**src/rtl/scan_mux.sv**
```systemverilog
// Purpose: clocked digit scanner; rotates through 2**S packed digits at a DIV-cycle rate, skipping masked digits.
// Latency: sel/dout/tick/an are registered, so they appear one cycle after the advance edge. an is held dark for BLANK cycles after each advance.
// Backpressure: none; en=0 freezes the prescaler and darkens an, and the scan resumes with the remaining slot count.
//
// Ports:
//   clk      - clock, all state updates on the rising edge
//   rst      - synchronous active-high reset, has priority over all other inputs
//   en       - scan enable; the prescaler only counts while high
//   din      - packed digit data, digit i = din[M*i +: M]
//   digit_en - per-digit enable mask, 0 = skip the digit
//   dout     - snapshot of the selected digit, taken on each advance
//   sel      - index of the current digit
//   an       - one-hot active-high digit strobe, all-zero = dark
//   tick     - one-cycle pulse aligned with each new sel/dout
//   seg      - (only with SCAN_MUX_SEG_DECODE_EN) gfedcba segments for dout[3:0], dark when an is dark
module scan_mux #(
    parameter int S     = 2,
    parameter int M     = 4,
    parameter int DIV   = 4,
    parameter int BLANK = 1
) (
    input  logic                  clk,
    input  logic                  rst,
    input  logic                  en,
    input  logic [M*(2**S)-1:0]   din,
    input  logic [(2**S)-1:0]     digit_en,
    output logic [M-1:0]          dout,
    output logic [S-1:0]          sel,
    output logic [(2**S)-1:0]     an,
    output logic                  tick
`ifdef SCAN_MUX_SEG_DECODE_EN
    ,
    output logic [6:0]            seg
`endif
);

    localparam int N  = 2**S;
    localparam int CW = (DIV > 1) ? $clog2(DIV) : 1;
    localparam int BW = (BLANK > 0) ? $clog2(BLANK + 1) : 1;

    localparam logic [CW-1:0] CNT_MAX  = CW'(DIV - 1);
    localparam logic [BW-1:0] BLANK_LD = BW'(BLANK);

    logic [CW-1:0] cnt;
    logic [BW-1:0] blank_cnt;
    logic          armed;

    logic          advance;
    logic [S-1:0]  nxt;
    logic [S-1:0]  idx;
    logic          found;
    logic [M-1:0]  nxt_digit;

    logic [CW-1:0] cnt_d;
    logic [S-1:0]  sel_d;
    logic [M-1:0]  dout_d;
    logic [BW-1:0] blank_d;
    logic          armed_d;
    logic [N-1:0]  an_d;

    assign advance = en && (cnt == CNT_MAX);

    // Nearest enabled digit after sel, searching forward with wrap. The last
    // candidate (k = N) is sel itself; with an all-zero mask nxt stays at sel.
    always_comb begin
        nxt   = sel;
        idx   = '0;
        found = 1'b0;
        for (int k = 1; k <= N; k++) begin
            idx = sel + k[S-1:0];
            if (!found && digit_en[idx]) begin
                nxt   = idx;
                found = 1'b1;
            end
        end
    end

    always_comb begin
        nxt_digit = '0;
        for (int i = 0; i < N; i++) begin
            if (nxt == i[S-1:0]) begin
                nxt_digit = din[i*M +: M];
            end
        end
    end

    // Next-state values. an is computed from the already-updated sel/blank/armed
    // so the strobe lines up with the digit value it is lighting.
    always_comb begin
        cnt_d = cnt;
        if (en) begin
            cnt_d = advance ? '0 : cnt + 1'b1;
        end

        sel_d   = advance ? nxt : sel;
        dout_d  = advance ? nxt_digit : dout;
        armed_d = armed | advance;

        // Blanking counts down on every non-advance edge, including while en=0.
        if (advance) begin
            blank_d = BLANK_LD;
        end else if (blank_cnt != '0) begin
            blank_d = blank_cnt - 1'b1;
        end else begin
            blank_d = blank_cnt;
        end

        an_d = '0;
        if (armed_d && en && (blank_d == '0) && digit_en[sel_d]) begin
            an_d[sel_d] = 1'b1;
        end
    end

    always_ff @(posedge clk) begin
        if (rst) begin
            cnt       <= '0;
            sel       <= '0;
            dout      <= '0;
            blank_cnt <= '0;
            armed     <= 1'b0;
            tick      <= 1'b0;
            an        <= '0;
        end else begin
            cnt       <= cnt_d;
            sel       <= sel_d;
            dout      <= dout_d;
            blank_cnt <= blank_d;
            armed     <= armed_d;
            tick      <= advance;
            an        <= an_d;
        end
    end

`ifdef SCAN_MUX_SEG_DECODE_EN
    function automatic logic [6:0] seg_decode(input logic [3:0] d);
        logic [6:0] s;
        case (d)
            4'h0: s = 7'h3F;
            4'h1: s = 7'h06;
            4'h2: s = 7'h5B;
            4'h3: s = 7'h4F;
            4'h4: s = 7'h66;
            4'h5: s = 7'h6D;
            4'h6: s = 7'h7D;
            4'h7: s = 7'h07;
            4'h8: s = 7'h7F;
            4'h9: s = 7'h6F;
            4'hA: s = 7'h77;
            4'hB: s = 7'h7C;
            4'hC: s = 7'h39;
            4'hD: s = 7'h5E;
            4'hE: s = 7'h79;
            default: s = 7'h71;
        endcase
        return s;
    endfunction

    // Registered alongside an so the segments go dark exactly when the strobe does.
    always_ff @(posedge clk) begin
        if (rst) begin
            seg <= '0;
        end else begin
            seg <= (an_d != '0) ? seg_decode(dout_d[3:0]) : 7'h00;
        end
    end
`endif

endmodule

```
**config.mk**
```make
export PLATFORM = sky130hd
export DESIGN_NAME = scan_mux
export DESIGN_NICKNAME = d
export VERILOG_FILES = /design/src/rtl/scan_mux.sv
export SDC_FILE = /design/constraint.sdc
export NUM_CORES = 1
export LEC_CHECK = 0
export CORE_MARGIN = 1
export CORE_UTILIZATION = 42
export CTS_BUF_LIST = sky130_fd_sc_hd__clkbuf_4 sky130_fd_sc_hd__clkbuf_8
export CTS_CLUSTER_SIZE = 10
export DETAILED_ROUTE_END_ITERATION = 12
export PLACE_DENSITY = 0.87
export SYNTH_ARGS = -nofsm -noshare
export SYNTH_HDL_FRONTEND = slang
export SYNTH_SLANG_ARGS = --single-unit
```
**constraint.sdc**
```tcl
create_clock -name clk -period 2.2 [get_ports clk]
set_input_delay 0.55 -clock clk [delete_from_list [all_inputs] [get_ports clk]]
set_output_delay 0.55 -clock clk [all_outputs]
set_load 0.01 [all_outputs]
```
==> impl_metrics.py, run 1 <==
metrics = {
    "timing": {
        "fin_skew_ps": 3.24,
        "slew_headroom_pct": 67.8,
        "setup_viol": 0,
        "max_freq_mhz": 472,
        "fin_crit_ps": 2120,
        "drv_slew": 0,
        "hold_slack_ps": 498,
        "period_share_pct": 96.2,
        "hold_viol": 0,
        "rsz0062_at_grt": "false",
        "tightest_slew_ps": 483,
    },
    "layout": {
        "layout.cells.non_filler": 154,
        "layout_commonest_cell": "clkdlybuf4s50_1",
        "layout-drive-gt1-share_pct": 15.4,
        "final_util_pct": 76.5,
        "final_cell_mix": "clkdlybuf4s50_1 (32), dfxtp_1 (14), buf_4 (11), nor2_1 (10), a211oi_1 (9)",
        "layout.nets": 155,
        "diodes": 0,
        "syn2layout_area_growth_pct": 61.7,
        "stdcell_area_um2": 1220,
    },
    "synth": {
        "syn_avg_cell_area_um2": 8.77,
        "synth_top_cell_area_share_pct": 37.1,
        "synth.cell_area_um2": 754,
        "synth-seq-cells": 14,
        "synth_cell_types": 29,
        "syn_inst": 86,
        "yosysSeqAreaShare_pct": 37.1,
        "netlist_top_cells_area": "dfxtp_1 (37%), a211oi_1 (9.0%), and3_1 (6.6%), nor2_1 (5.0%), nand2b_1 (4.1%)",
        "yosysWarnings": 0,
        "syn_nets": 110,
        "yosys.area.top_type": "dfxtp_1",
    },
    "setup_path": {
        "worstPathArrival_ps": 2330,
        "worstPathRequired_ps": 2410,
        "cp-end-kind": "register",
        "critical_path_class": "in -> reg",
        "slowest_stage": "or4b_4",
        "max_stage_delay_ps": 520,
        "reg2reg_to": "an[3]$_SDFF_PP0_",
        "rr_worst_depth": 5,
        "critical_path.cell_chain": "clkdlybuf4s50_1 > mux4_1 > nand2_1 > or4b_4 > or3b_1 > nor2_1",
        "critical_path.top_delay_family": "simple AND/OR/NAND/NOR gates",
        "path_buf_inv": 1,
        "ff2ff_setup_slack_ps": 330,
        "cp_max_fo": 3,
        "start_kind": "primary input",
        "worst_r2r_startpoint": "sel[0]$_SDFF_PP0_",
    },
    "die": {
        "die_area_um2": 1970,
        "die_w_um": 44.4,
        "ios": 34,
        "rows": 14,
        "start_util_pct": 47.3,
        "dieHeight_um": 44.4,
        "coreArea_um2": 1590,
    },
    "placed_design": {
        "io_buffers": 33,
        "gp_congestion": 0.760,
        "dpl_cell_area_um2": 1170,
        "dp_hpwl_mm": 1.62,
        "placed_cells": 150,
    },
    "hold_path": {
        "hold_start": "dout[2]$_SDFFE_PP0P_",
        "hp-class": "reg -> reg",
        "min_path_cells": 2,
        "min_to": "dout[2]$_SDFFE_PP0P_",
    },
    "routing": {
        "drt_iter0_markers": 8,
        "drt_wl_total_mm": 2.08,
        "first_pass_iters": 4,
        "ant_nets": 0,
        "vias": 816,
        "remaining_drc_errors": 0,
        "wl_per_cell_um": 13.5,
        "via_per_inst": 5.30,
    },
    "global_routing": {
        "grt_max_degree": 11,
        "grtUsageTotal_pct": 24.0,
        "overflow": 0,
        "grt_pass1_wl_mm": 3.44,
        "antenna_found_initial": 0,
        "grt_pass1_vias": 809,
    },
    "cts": {
        "cts_sinks": 14,
        "clkLatencyLatePin_ps": 280,
        "clk_path_buf_depth": 2,
        "cts_setup_buffers": 0,
        "cts_htree_levels": 1,
        "cts_tree": "built",
        "cts_buffers": 3,
        "cts.reportedPaths.clkPinSlew_ps": 80,
        "cts_root_buf": "clkbuf_4",
    },
    "power_and_ir_drop": {
        "finalPower_w": 0.000564,
        "total_leakage_power_nw": 0.507,
        "irDropWorstVdd_v": 0.000249,
        "powerDensity_nw_per_um2": 462,
    },
    "run_status": {
        "status": "complete, no violations",
    },
    "run": {
        "maxCapViolCount": 0,
    },
}
## per-stage QoR
step	TNS (ps)	setup WS, ps
6_report	0	82.8
5_1_grt	0	2.00
4_1_cts	0	48.6
3_5_place_dp	-1460	-278
3_3_place_gp	-1250	-194
2_1_floorplan	0	355
## where the power goes
part | switching [W] | internal, W
clock network | 0.0000847 | 0.000101
logic | 0.0000451 | 0.0000709
registers | 0.00000397 | 0.000258
## worst max-delay path by stage
stage	startpoint	to	slack [ps]	cells past startpoint
after global placement	digit_en[1]	dout[0]$_SDFFE_PP0P_	-190	7
after detailed placement	digit_en[1]	dout[0]$_SDFFE_PP0P_	-280	7
after global routing	digit_en[2]	dout[0]$_SDFFE_PP0P_	2	7
final	digit_en[1]	an[3]$_SDFF_PP0_	80	6
after floorplan	sel[1]$_SDFF_PP0_	an[1]$_SDFF_PP0_	360	6
after CTS	digit_en[3]	an[3]$_SDFF_PP0_	50	6
## Yosys cell counts
cell type and instances:
dfxtp_1 14, a211oi_1 9, a21oi_1 3, nand2_1 4, a221o_1 1, nor2_1 10
mux2i_1 2, ha_1 1, o21ai_0 1, inv_1 3, or3_1 1, o211ai_1 1
nand3b_1 4, and3_1 8, buf_2 2, or2_2 2, a221oi_1 1, a21o_1 1
mux4_1 1, buf_6 1, clkbuf_1 1, o31ai_1 4, nand3_1 1, nor3_1 1
or3b_1 1, nand2b_1 5, or4b_4 1, and2_1 1, a31oi_1 1
## sequential cells by signal, summed over array words and instances, names as in the netlist
signal  flops
armed       1
an          4
sel         2
tick        1
dout        4
cnt         2
## cell families (layout without fill, tap and decap cells)
family / Yosys count / in the layout / share of synthesized area, %
AOI/OAI and AO/OA: 22 / 22 / 20.9
muxes: 3 / 3 / 6.14
adders and majority gates: 1 / 1 / 1.66
DFF: 14 / 14 / 37.1
buffers and inverters: 7 / 51 / 4.81
and+or+nand+nor: 39 / 39 / 29.4
## metal layers
metal	part of all wire [%]	routed length (um)	vias up	GRT usage, %
met1	45	926	377	29.0
met2	50	1040	23	40.9
li1	-	-	409	-
met5	0	0	-	0
met3	2.6	55	7	2.04
met4	2.5	51	0	15.2
## cell type report
type                            count  area, um2
Inverter                            3       11.3
Fill cell                         123        374
Sequential cell                    14        280
Clock buffer                        4       36.3
Timing Repair Buffer               44        415
Multi-Input combinational cell     65        447
Tap cell                           24       30.0
## what timing repair did
item / in CTS / in global routing
hold buffers: 0 / 0
endpoints found under the setup margin: 1 / 2
gates resized for setup: 1 / 2
pin swaps: 0 / 0
## worst register-to-register path: stages (launching register included)
cell	delay [ps]
dfxtp_1	520
mux4_1	210
nand2_1	50
or4b_4	520
or3b_1	380
nor2_1	130
Note: power is estimated with default switching activity, not from simulation.
==> run 2, diff against run 1 <==
TNS_END_PERCENT = 100   (was default)
==> results of run 2 <==
The final DEF is identical to that of run 1; final timing and power are the same.
